## config.mk

```make
export PLATFORM = sky130hd
export DESIGN_NAME = req_queue4
export DESIGN_NICKNAME = d
export VERILOG_FILES = /design/src/rtl/req_queue4.sv
export SDC_FILE = /design/constraint.sdc
export NUM_CORES = 1
export LEC_CHECK = 0
export ABC_AREA = 1
export BUFFER_PORTS_ARGS = -buffer_cell sky130_fd_sc_hd__buf_2
export CAP_MARGIN = 5
export CORE_ASPECT_RATIO = 1.5
export CORE_MARGIN = 10
export CORE_UTILIZATION = 30
export DETAILED_ROUTE_END_ITERATION = 16
export SETUP_SLACK_MARGIN = 0.1
export SLEW_MARGIN = 5
export SYNTH_ARGS = -nofsm -noshare
export SYNTH_HDL_FRONTEND = slang
export SYNTH_SLANG_ARGS = --single-unit
```

## constraint.sdc

```tcl
create_clock -name clk -period 2.4 [get_ports clk]
set_input_delay 0.24 -clock clk [delete_from_list [all_inputs] [get_ports clk]]
set_output_delay 0.24 -clock clk [all_outputs]
set_load 0.01 [all_outputs]
```

## src/rtl/req_queue4.sv

```systemverilog
// req_queue4: four per-client request FIFOs that feed a rotating-priority arbiter.
// A non-empty FIFO raises its req line. The arbiter's ack pops the head word onto a
// shared registered output port, together with the ID of the winning client.
module req_queue4 #(
  parameter int DW    = 8,
  parameter int DEPTH = 4
) (
  input  logic          clk,
  input  logic          rst,
  input  logic          in_valid0,
  input  logic          in_valid1,
  input  logic          in_valid2,
  input  logic          in_valid3,
  input  logic [DW-1:0] in_data0,
  input  logic [DW-1:0] in_data1,
  input  logic [DW-1:0] in_data2,
  input  logic [DW-1:0] in_data3,
  output logic          in_ready0,
  output logic          in_ready1,
  output logic          in_ready2,
  output logic          in_ready3,
  output logic          req0,
  output logic          req1,
  output logic          req2,
  output logic          req3,
  input  logic          ack0,
  input  logic          ack1,
  input  logic          ack2,
  input  logic          ack3,
  output logic          out_valid,
  output logic [DW-1:0] out_data,
  output logic [1:0]    out_id,
  output logic          err_multi_ack,
  output logic          err_spurious
);

  localparam int AW = $clog2(DEPTH);
  localparam logic [AW:0] CNT_FULL = (AW+1)'(DEPTH);

  logic [DW-1:0] mem [4][DEPTH];
  logic [AW-1:0] wr_ptr [4];
  logic [AW-1:0] rd_ptr [4];
  logic [AW:0]   count  [4];

  logic [DW-1:0] data_v [4];
  logic [3:0]    valid_v, ack_v, ready_v, req_v, push, pop, hit;
  logic [1:0]    pop_id;
  logic          pop_any;

  assign valid_v   = {in_valid3, in_valid2, in_valid1, in_valid0};
  assign ack_v     = {ack3, ack2, ack1, ack0};
  assign data_v[0] = in_data0;
  assign data_v[1] = in_data1;
  assign data_v[2] = in_data2;
  assign data_v[3] = in_data3;

  // in_ready and req depend only on the registered count. Nothing bypasses
  // from ack, so a full FIFO refuses a push even in a cycle when it pops.
  for (genvar g = 0; g < 4; g++) begin : g_flags
    assign ready_v[g] = (count[g] != CNT_FULL);
    assign req_v[g]   = (count[g] != '0);
    assign push[g]    = valid_v[g] & ready_v[g];
  end

  assign {in_ready3, in_ready2, in_ready1, in_ready0} = ready_v;
  assign {req3, req2, req1, req0} = req_v;

  // Pick the lowest-index ack that targets a non-empty queue; at most one pop per cycle.
  always_comb begin
    hit     = ack_v & req_v;
    pop_any = |hit;
    pop_id  = 2'd0;
    for (int i = 3; i >= 0; i--) begin
      if (hit[i]) pop_id = 2'(i);
    end
    pop = pop_any ? (4'b0001 << pop_id) : 4'b0000;
  end

  // Storage write. Contents are not reset; the pointers alone define what is valid.
  always_ff @(posedge clk) begin
    for (int i = 0; i < 4; i++) begin
      if (push[i]) mem[i][wr_ptr[i]] <= data_v[i];
    end
  end

  // Pointer and occupancy bookkeeping for each FIFO. A push and a pop in the same cycle leave count unchanged.
  always_ff @(posedge clk) begin
    if (rst) begin
      for (int i = 0; i < 4; i++) begin
        wr_ptr[i] <= '0;
        rd_ptr[i] <= '0;
        count[i]  <= '0;
      end
    end else begin
      for (int i = 0; i < 4; i++) begin
        if (push[i]) wr_ptr[i] <= wr_ptr[i] + AW'(1);
        if (pop[i])  rd_ptr[i] <= rd_ptr[i] + AW'(1);
        count[i] <= count[i] + (AW+1)'(push[i]) - (AW+1)'(pop[i]);
      end
    end
  end

  // Registered output port and error pulses. Data and ID hold their values when no word is popped.
  always_ff @(posedge clk) begin
    if (rst) begin
      out_valid     <= 1'b0;
      out_data      <= '0;
      out_id        <= '0;
      err_multi_ack <= 1'b0;
      err_spurious  <= 1'b0;
    end else begin
      out_valid     <= pop_any;
      err_multi_ack <= ((ack_v & (ack_v - 4'd1)) != 4'd0);
      err_spurious  <= |(ack_v & ~req_v);
      if (pop_any) begin
        out_data <= mem[pop_id][rd_ptr[pop_id]];
        out_id   <= pop_id;
      end
    end
  end

endmodule

```

==> flow_summary.json, run 1 <==
{
  "final_layout_setup_total_negative_slack_ps": 0,
  "end_kind": "flop",
  "finalCriticalPeriod_ps": 2170,
  "number_of_clock_buffers_inserted_by_tritoncts": 17,
  "fp.dieW_um": 156,
  "clock_sink_count": 169,
  "post_synth_num_cell_types": 35,
  "number_of_global_route_vias_before_repair": 5894,
  "ios": 63,
  "routed_wl_mm": 21.0,
  "largest_stage_delay_on_the_critical_path_ps": 420,
  "p_per_area_nw_per_um2": 1230,
  "worst-path-buf-inv": 3,
  "initial_drt_markers": 384,
  "post_layout_nonfiller_instances": 1283,
  "rsz0062_at_grt": "yes",
  "place_inst": 1247,
  "grt_first_pass_wirelength_mm": 31.8,
  "setup.worst_path.end": "count[1][1]$_SDFF_PP0_",
  "grt_antenna_before_repair": 2,
  "min_from": "in_data3[0]",
  "core_region_area_um2": 27200,
  "clock_pin_slew_of_the_registers_on_the_worst_case_setup_and_hold_paths_ps": 60,
  "post-route-cell-area_um2": 9630,
  "die_height_um": 223,
  "synth.avg_cell_area_um2": 9.67,
  "worst_ep_required_time_ps": 2710,
  "timing.critical_path.depth": 13,
  "nFillCells": 2805,
  "antenna_left": 0,
  "buffer_ports.inserted": 62,
  "clock_latency_ps": 430,
  "fp.dieArea_um2": 34800,
  "maxCapViolations": 0,
  "detail_route.wl_per_cell_um": 16.4,
  "timing_worst_setup_path_type": "reg -> reg",
  "finalHoldViolations": 0,
  "yosys_warn_count": 0,
  "crit_path_start": "count[2][1]$_SDFF_PP0_",
  "remaining_drcs": 0,
  "first_pass_iters": 8,
  "power.ir.vdd_worst_mv": 0.774,
  "post_route_cells_drive_above_1_share": 0.173,
  "globalRouteTotalUtil": 0.120,
  "initial_utilization": 0.304,
  "vias": 5797,
  "grt_max_degree": 74,
  "worst_clock_skew_ps": 11.2,
  "place_worst_setup_slack_ps": 215,
  "synth.area.top_cells": "edfxtp_1 (52%), nand2_1 (8.7%), inv_1 (7.2%), nand3_1 (6.7%), dfxtp_1 (6.0%)",
  "avgViaCountPerCell": 4.52,
  "syn_inst": 856,
  "timing.final.max_slew_violations": 0,
  "timing.reg2reg.setup_slack_ps": 230,
  "r2r_end": "count[1][1]$_SDFF_PP0_",
  "crit_arrival_ps": 2470,
  "crit_slowest_cell": "fa_2",
  "critical_path.startpoint_type": "flop",
  "area_delta_synth_final_pct": 16.3,
  "clockBufferDepth": 2,
  "timing.critical_path.fanout_max": 5,
  "tritoncts": "yes",
  "maxSlewHeadroom": 0.649,
  "fmax_mhz": 461,
  "area_used_by_multi_input_combinational_logic_um2": 2610,
  "rows": 74,
  "postSynthNetCount": 923,
  "crit_path_cell_trace": "inv_2 > nand3b_4 > nand2_2 > nand2_2 > nand2_4 > nand2_4 > nor2_2 > ha_1 > inv_1 > ha_2 > fa_2 > inv_1 > nor2_1",
  "timing.reg2reg.worst_path_depth": 13,
  "num-nets-final": 994,
  "worstMarginPinSlew_ps": 526,
  "critical_path.reg2reg.startpoint": "count[2][1]$_SDFF_PP0_",
  "period_share": 0.904,
  "seqCellArea_um2": 4830,
  "final-setup-viol-count": 0,
  "power.static_leakage_nw": 4.34,
  "synth_top_area_cell": "edfxtp_1",
  "gp_congestion": 0.823,
  "detailed_place_hpwl_mm": 14.9,
  "synth_top_area_frac": 0.522,
  "run_status": "complete, no violations",
  "synth.cell_area_um2": 8280,
  "clock_tree.root_cell": "clkbuf_16",
  "overflow": 0,
  "ctsHtreeMaxLevel": 4,
  "setup_slack_ps": 231,
  "timing.hold.worst.class": "in -> reg",
  "postPlaceCellArea_um2": 8980,
  "synth.ff_latch_count": 169,
  "synth-seq-area-share": 0.583,
  "timing.critical_path.max_delay_family": "adder cells"
}
-- cell families after synthesis --
group / Yosys count / share of synthesized area
AOI/OAI and AO/OA: 22 / 0.0160
and+or+nand+nor: 429 / 0.241
xor gates and xnor gates: 10 / 0.0106
buffers and inverters: 201 / 0.108
DFF: 169 / 0.583
adders and majority gates: 25 / 0.0414
-- stage by stage --
step	util	hold slack, ps	total power [mW]
floorplan	-	339	7.85
global placement	0.330	458	9.06
detailed placement	0.330	458	9.11
CTS	0.350	5.72	11.7
global route	0.354	19.5	12.7
finish	0.354	25.4	11.8
-- state kept, by name (all words and copies together) (netlist names) --
register       cells
mem              128
count             12
out_data           8
rd_ptr             8
wr_ptr             8
out_id             2
err_multi_ack      1
err_spurious       1
out_valid          1
-- cell usage after synthesis (all sizes together) --
master / count
a21boi: 1
a21oi: 6
a31oi: 1
buf: 31
clkbuf: 7
dfxtp: 25
edfxtp: 144
fa: 4
ha: 21
inv: 163
nand2: 207
nand3: 113
nand3b: 34
nor2: 61
nor3: 10
nor3b: 4
o211ai: 1
o21ai: 10
o21bai: 1
o22ai: 2
xnor2: 9
xor2: 1
-- how the worst min path moves through the flow --
stage,end,slack [ps],depth (start not counted)
6_report,mem[3][24]$_DFFE_PP_,30,1
5_1_grt,mem[3][16]$_DFFE_PP_,20,1
4_1_cts,mem[3][4]$_DFFE_PP_,6,1
3_5_place_dp,mem[3][10]$_DFFE_PP_,460,1
3_3_place_gp,mem[3][7]$_DFFE_PP_,460,1
2_1_floorplan,mem[0][0]$_DFFE_PP_,340,0
-- routing by layer --
| metal | vias up | part of all wire | track usage |
|---|---|---|---|
| li1 | 2875 | - | - |
| met1 | 2729 | 0.38 | 0.121 |
| met2 | 141 | 0.53 | 0.219 |
| met3 | 50 | 0.038 | 0.0248 |
| met4 | 2 | 0.047 | 0.0714 |
| met5 | - | 0.00062 | 0 |
-- area by class of cell --
| cell class | instances | area share |
|---|---|---|
| inverter | 163 | 0.0638 |
| tap | 342 | 0.0444 |
| sequential | 169 | 0.502 |
| timing repair buffer | 90 | 0.0613 |
| antenna | 1 | 0.000260 |
| multi-input combinational | 486 | 0.271 |
| clock buffer | 21 | 0.0478 |
| clock inverter | 11 | 0.0100 |
-- timing repair --
action / CTS / global route
gates resized for setup: 0 / 13
setup buffers: 0 / 2
hold buffers: 0 / 0
setup endpoints to repair: 0 / 12
-- where the power goes --
part | leakage [nW] | switching (mW) | internal, mW
Clock | 0.273 | 1.13 | 1.48
Combinational | 2.51 | 3.53 | 1.76
Sequential | 1.55 | 0.247 | 3.70
-- cell usage in the layout, fill, tap and decap left out, types with 2 or more instances in the layout --
cell          n
a21oi_1       5
buf_12        2
buf_2        62
buf_4        22
buf_6         2
clkbuf_1      2
clkbuf_16    18
clkbuf_8      2
clkinv_2      5
clkinv_4      2
clkinvlp_4    2
dfxtp_1      19
dfxtp_2       6
edfxtp_1    144
fa_1          3
ha_1         20
inv_1       158
inv_2         4
nand2_1     187
nand2_2      13
nand2_4       7
nand3_1     111
nand3_2       2
nand3b_1     33
nor2_1       57
nor2_2        3
nor3_1       10
nor3b_1       4
o21ai_0       6
o21ai_1       3
o22ai_1       2
xnor2_1       9
No activity file was read; power rests on OpenSTA's default activity.
==> run 2, diff against run 1 <==
==> constraint.sdc (replaced) <==
create_clock -name clk -period 2.4 [get_ports clk]
set_input_delay 0.12 -clock clk [delete_from_list [all_inputs] [get_ports clk]]
set_output_delay 0.12 -clock clk [all_outputs]
set_load 0.01 [all_outputs]
==> run 2 against run 1 <==
  * Non-clock buffer count increased by 33
  * Flip-flop and latch count unchanged
  * Via count grew 2.0%
  * Critical path depth stayed put
  * Cell count is 2.5% higher
  * First-iteration DRC count down 6.3%
  * Die area unchanged
  * Sequential power hardly changed
  * Global-route usage increased by 0.12 points
  * Largest power group unchanged
==> flow_summary.json, run 2 (synthesis gave the netlist of run 1 again) <==
{
  "worstMarginPinSlew_ps": 538,
  "clock_sink_count": 169,
  "detail_route.wl_per_cell_um": 16.1,
  "rsz0062_at_grt": "yes",
  "vias": 5912,
  "clockBufferDepth": 2,
  "timing_worst_setup_path_type": "reg -> reg",
  "globalRouteTotalUtil": 0.121,
  "number_of_clock_buffers_inserted_by_tritoncts": 17,
  "core_region_area_um2": 27200,
  "antenna_cells_inserted": 0,
  "end_kind": "flop",
  "p_per_area_nw_per_um2": 1190,
  "die_height_um": 223,
  "fp.dieW_um": 156,
  "grt_antenna_before_repair": 0,
  "clock_pin_slew_of_the_registers_on_the_worst_case_setup_and_hold_paths_ps": 60,
  "timing.critical_path.fanout_max": 5,
  "power.static_leakage_nw": 4.47,
  "detailed_place_hpwl_mm": 14.9,
  "mostFrequentLayoutCell": "nand2_1",
  "run_status": "complete, no violations",
  "overflow": 0,
  "buffer_ports.inserted": 62,
  "hold_slack_ps": 15.9,
  "maxCapViolations": 0,
  "initial_utilization": 0.304,
  "critical_path.reg2reg.startpoint": "count[2][1]$_SDFF_PP0_",
  "finalPower_mw": 11.9,
  "finalHoldViolations": 0,
  "maxSlewHeadroom": 0.641,
  "final-setup-viol-count": 0,
  "area_delta_synth_final_pct": 20.2,
  "fmax_mhz": 461,
  "timing.hold.worst.class": "in -> reg",
  "antenna_left": 0,
  "ios": 63,
  "crit_arrival_ps": 2470,
  "tritoncts": "yes",
  "number_of_global_route_vias_before_repair": 6060,
  "fp.dieArea_um2": 34800,
  "clock_latency_ps": 430,
  "mostFrequentLayoutCells": "nand2_1 (187), inv_1 (158), edfxtp_1 (144)",
  "gp_congestion": 0.823,
  "period_share": 0.903,
  "worst_ep_required_time_ps": 2700,
  "final_layout_setup_total_negative_slack_ps": 0,
  "clock_tree.root_cell": "clkbuf_16",
  "first_pass_iters": 5,
  "grt_first_pass_wirelength_mm": 32.4,
  "routed_wl_mm": 21.2,
  "worst_clock_skew_ps": 11.3,
  "crit_path_start": "count[2][1]$_SDFF_PP0_",
  "critical_path.startpoint_type": "flop",
  "remaining_drcs": 0,
  "ctsHtreeMaxLevel": 4,
  "num-nets-final": 1027,
  "min_from": "ack0",
  "postPlaceCellArea_um2": 8980,
  "finalCriticalPeriod_ps": 2170,
  "max_ffs_per_register": 128,
  "rows": 74,
  "initial_drt_markers": 360,
  "grt_max_degree": 74,
  "power.ir.vdd_worst_mv": 0.774,
  "timing.final.max_slew_violations": 0,
  "post-route-cell-area_um2": 9950,
  "post_route_cells_drive_above_1_share": 0.168,
  "avgViaCountPerCell": 4.50
}
-- run 2: stage by stage --
stage / setup slack [ps] / cells / utilization
CTS: 198 / 1312 / 0.363
global route: 29.8 / 1315 / 0.366
detailed placement: 215 / 1247 / 0.330
floorplan: 89.9 / 856 / -
finish: 232 / 1315 / 0.366
global placement: 256 / 1247 / 0.330
-- run 2: power breakdown --
part	switching, mW	internal [mW]	total, mW
Combinational	3.55	1.79	5.34
Sequential	0.242	3.70	3.94
Clock	1.12	1.48	2.60
Total	4.92	6.97	11.9
-- run 2: worst paths after layout --
kind,to,slack (ps),cells past startpoint
worst max-delay path,count[1][1]$_SDFF_PP0_,230,13
worst min-delay path,err_multi_ack$_SDFF_PP0_,20,3
worst max register to register,count[1][1]$_SDFF_PP0_,230,13
worst min register to register,out_id[0]$_SDFFE_PP0N_,490,2
-- run 2: cell type report --
type                       count  area [um^2]
clock buffer                  21          460
clock inverter                11         96.3
fill                        2789        17300
inverter                     163          614
multi-input combinational    486         2600
sequential                   169         4830
tap                          342          428
timing repair buffer         123          921
-- run 2: what timing repair did --
| action | 4_1_cts | 5_1_grt |
|---|---|---|
| endpoints found under the hold margin | 129 | 0 |
| endpoints found under the setup margin | 0 | 12 |
| hold buffers | 33 | 0 |
| buffers inserted | 0 | 2 |
| resized for setup | 0 | 12 |
-- run 2: layer usage --
metal | up-vias | GRT usage | part of all wire | wire length, um
met1 | 2794 | 0.124 | 0.38 | 8070
met4 | 0 | 0.0714 | 0.045 | 956
met5 | - | 0 | 0 | 0
met3 | 44 | 0.0239 | 0.037 | 783
met2 | 135 | 0.221 | 0.54 | 11400
li1 | 2939 | - | - | -
-- run 2: critical path, cell delays in order (launching register included) --
cell	delay [ps]
dfxtp_2	350
inv_2	80
nand3b_4	100
nand2_2	90
nand2_2	100
nand2_4	100
nand2_4	110
nor2_2	150
ha_1	240
inv_1	60
ha_2	160
fa_2	420
inv_1	60
nor2_1	30
==> run 3, diff against run 2 <==
Settings changed: RECOVER_POWER set to 50.
==> run 3 against run 2 <==
  * Setup slack got worse by 69 ps
  * Clock power barely moved
  * Combinational power fell by 0.9%
  * Sequential share of layout area rose by 0.34 points
  * Utilization fell by 0.26 points
  * Flip-flop and latch count did not move
  * Cell area fell by 0.72%
  * Clock-buffer cell count did not move
  * Die area did not move
  * First-iteration DRC count rose by 6.4%
  * Critical path type unchanged
==> flow_summary.json, run 3 (synthesis gave the netlist of run 1 again) <==
{
  "remaining_drcs": 0,
  "overflow": 0,
  "finalCriticalPeriod_ps": 2240,
  "buffer_ports.inserted": 62,
  "initial_utilization": 0.304,
  "worst-path-buf-inv": 3,
  "fp.dieW_um": 156,
  "avgViaCountPerCell": 4.49,
  "mostFrequentLayoutCell": "nand2_1",
  "timing.critical_path.max_delay_family": "adder cells",
  "vias": 5906,
  "mostFrequentLayoutCells": "nand2_1 (187), inv_1 (158), edfxtp_1 (144)",
  "gp_congestion": 0.823,
  "crit_slowest_cell": "fa_2",
  "ios": 63,
  "worst_clock_skew_ps": 10.5,
  "setup_slack_ps": 163,
  "clock_tree.root_cell": "clkbuf_16",
  "clock_sink_count": 169,
  "postPlaceCellArea_um2": 8980,
  "num-nets-final": 1027,
  "number_of_clock_buffers_inserted_by_tritoncts": 17,
  "timing.critical_path.fanout_max": 5,
  "grt_first_pass_wirelength_mm": 32.4,
  "critical_path.startpoint_type": "flop",
  "antenna_left": 0,
  "place_worst_setup_slack_ps": 215,
  "worst_hold_path.num_cells": 3,
  "number_of_global_route_vias_before_repair": 6060,
  "timing.critical_path.depth": 13,
  "routed_wl_mm": 21.1,
  "final-setup-viol-count": 0,
  "run_status": "complete, no violations",
  "die_height_um": 223,
  "timing.hold.worst.class": "in -> reg",
  "post-route-cell-area_um2": 9880,
  "grt_antenna_before_repair": 0,
  "end_kind": "flop",
  "p_per_area_nw_per_um2": 1200,
  "final_layout_setup_total_negative_slack_ps": 0,
  "finalHoldViolations": 0,
  "ctsHtreeMaxLevel": 4,
  "crit_path_cell_trace": "inv_2 > nand3b_4 > nand2_2 > nand2_2 > nand2_4 > nand2_4 > nor2_2 > ha_1 > inv_1 > ha_2 > fa_2 > inv_1 > nor2_1",
  "core_region_area_um2": 27200,
  "detail_route.wl_per_cell_um": 16.0,
  "rsz0062_at_grt": "yes",
  "power.static_leakage_nw": 4.32,
  "post_layout_nonfiller_instances": 1315,
  "globalRouteTotalUtil": 0.121,
  "worst_ep_required_time_ps": 2760,
  "timing_worst_setup_path_type": "reg -> reg",
  "fmax_mhz": 447,
  "rows": 74,
  "worstMarginPinSlew_ps": 536,
  "clock_latency_ps": 430,
  "clock_pin_slew_of_the_registers_on_the_worst_case_setup_and_hold_paths_ps": 60,
  "final_core_utilization": 0.363,
  "place_inst": 1247,
  "period_share": 0.932,
  "clockBufferDepth": 2,
  "initial_drt_markers": 383,
  "detailed_place_hpwl_mm": 14.9,
  "maxCapViolations": 0,
  "power.ir.vdd_worst_mv": 0.775,
  "timing.reg2reg.worst_path_depth": 13,
  "area_delta_synth_final_pct": 19.4,
  "antenna_cells_inserted": 0,
  "largest_stage_delay_on_the_critical_path_ps": 510,
  "post_route_cells_drive_above_1_share": 0.112,
  "grt_max_degree": 74,
  "tritoncts": "yes",
  "crit_arrival_ps": 2600,
  "maxSlewHeadroom": 0.642,
  "timing.final.max_slew_violations": 0,
  "fp.dieArea_um2": 34800,
  "first_pass_iters": 5,
  "max_ffs_per_register": 128
}
[run 3: final timing paths]
path / from / endpoint / slack (ps)
max: count[2][1]$_SDFF_PP0_ / count[1][1]$_SDFF_PP0_ / 160
min: ack0 / err_multi_ack$_SDFF_PP0_ / 20
max reg2reg: count[2][1]$_SDFF_PP0_ / count[1][1]$_SDFF_PP0_ / 160
min reg2reg: out_id[0]$_SDFFE_PP0N_ / out_id[0]$_SDFFE_PP0N_ / 490
[run 3: worst register-to-register path, stage by stage, from the launching register on]
cell and delay [ps]:
dfxtp_1 420, inv_2 80, nand3b_4 100, nand2_2 70, nand2_2 120, nand2_4 80, nand2_4 140, nor2_2 70
ha_1 270, inv_1 40, ha_2 160, fa_2 510, inv_1 40, nor2_1 60
[run 3: routing by layer]
layer | up-vias | part of all wire | GRT usage
met3 | 46 | 0.037 | 0.0239
met1 | 2786 | 0.38 | 0.124
li1 | 2939 | - | -
met5 | - | 0 | 0
met4 | 0 | 0.046 | 0.0714
met2 | 135 | 0.54 | 0.221
[run 3: layout make-up]
cell class | instances | area (um^2)
Inverter | 163 | 614
Clock buffer | 21 | 460
Timing Repair Buffer | 123 | 857
Fill cell | 2793 | 17300
Sequential cell | 169 | 4830
Tap cell | 342 | 428
Clock inverter | 11 | 96.3
Multi-Input combinational cell | 486 | 2590
[run 3: metrics by stage]
stage | power, mW | hold WS [ps]
detailed placement | 9.11 | 338
CTS | 11.8 | 1.27
global route | 12.7 | 41.6
global placement | 9.06 | 338
finish | 11.8 | 17.9
floorplan | 7.85 | 219
[run 3: power breakdown]
| part | internal [mW] | total, mW | switching [mW] |
|---|---|---|---|
| Sequential | 3.70 | 3.93 | 0.239 |
| Combinational | 1.75 | 5.29 | 3.54 |
| Clock | 1.48 | 2.60 | 1.12 |
| Total | 6.92 | 11.8 | 4.90 |
[run 3: timing repair]
action                                 4_1_cts  5_1_grt
hold buffers                                33        0
resized for setup                            0       12
setup endpoints to repair                    0       12
endpoints found under the hold margin      129        0
setup buffers                                0        2
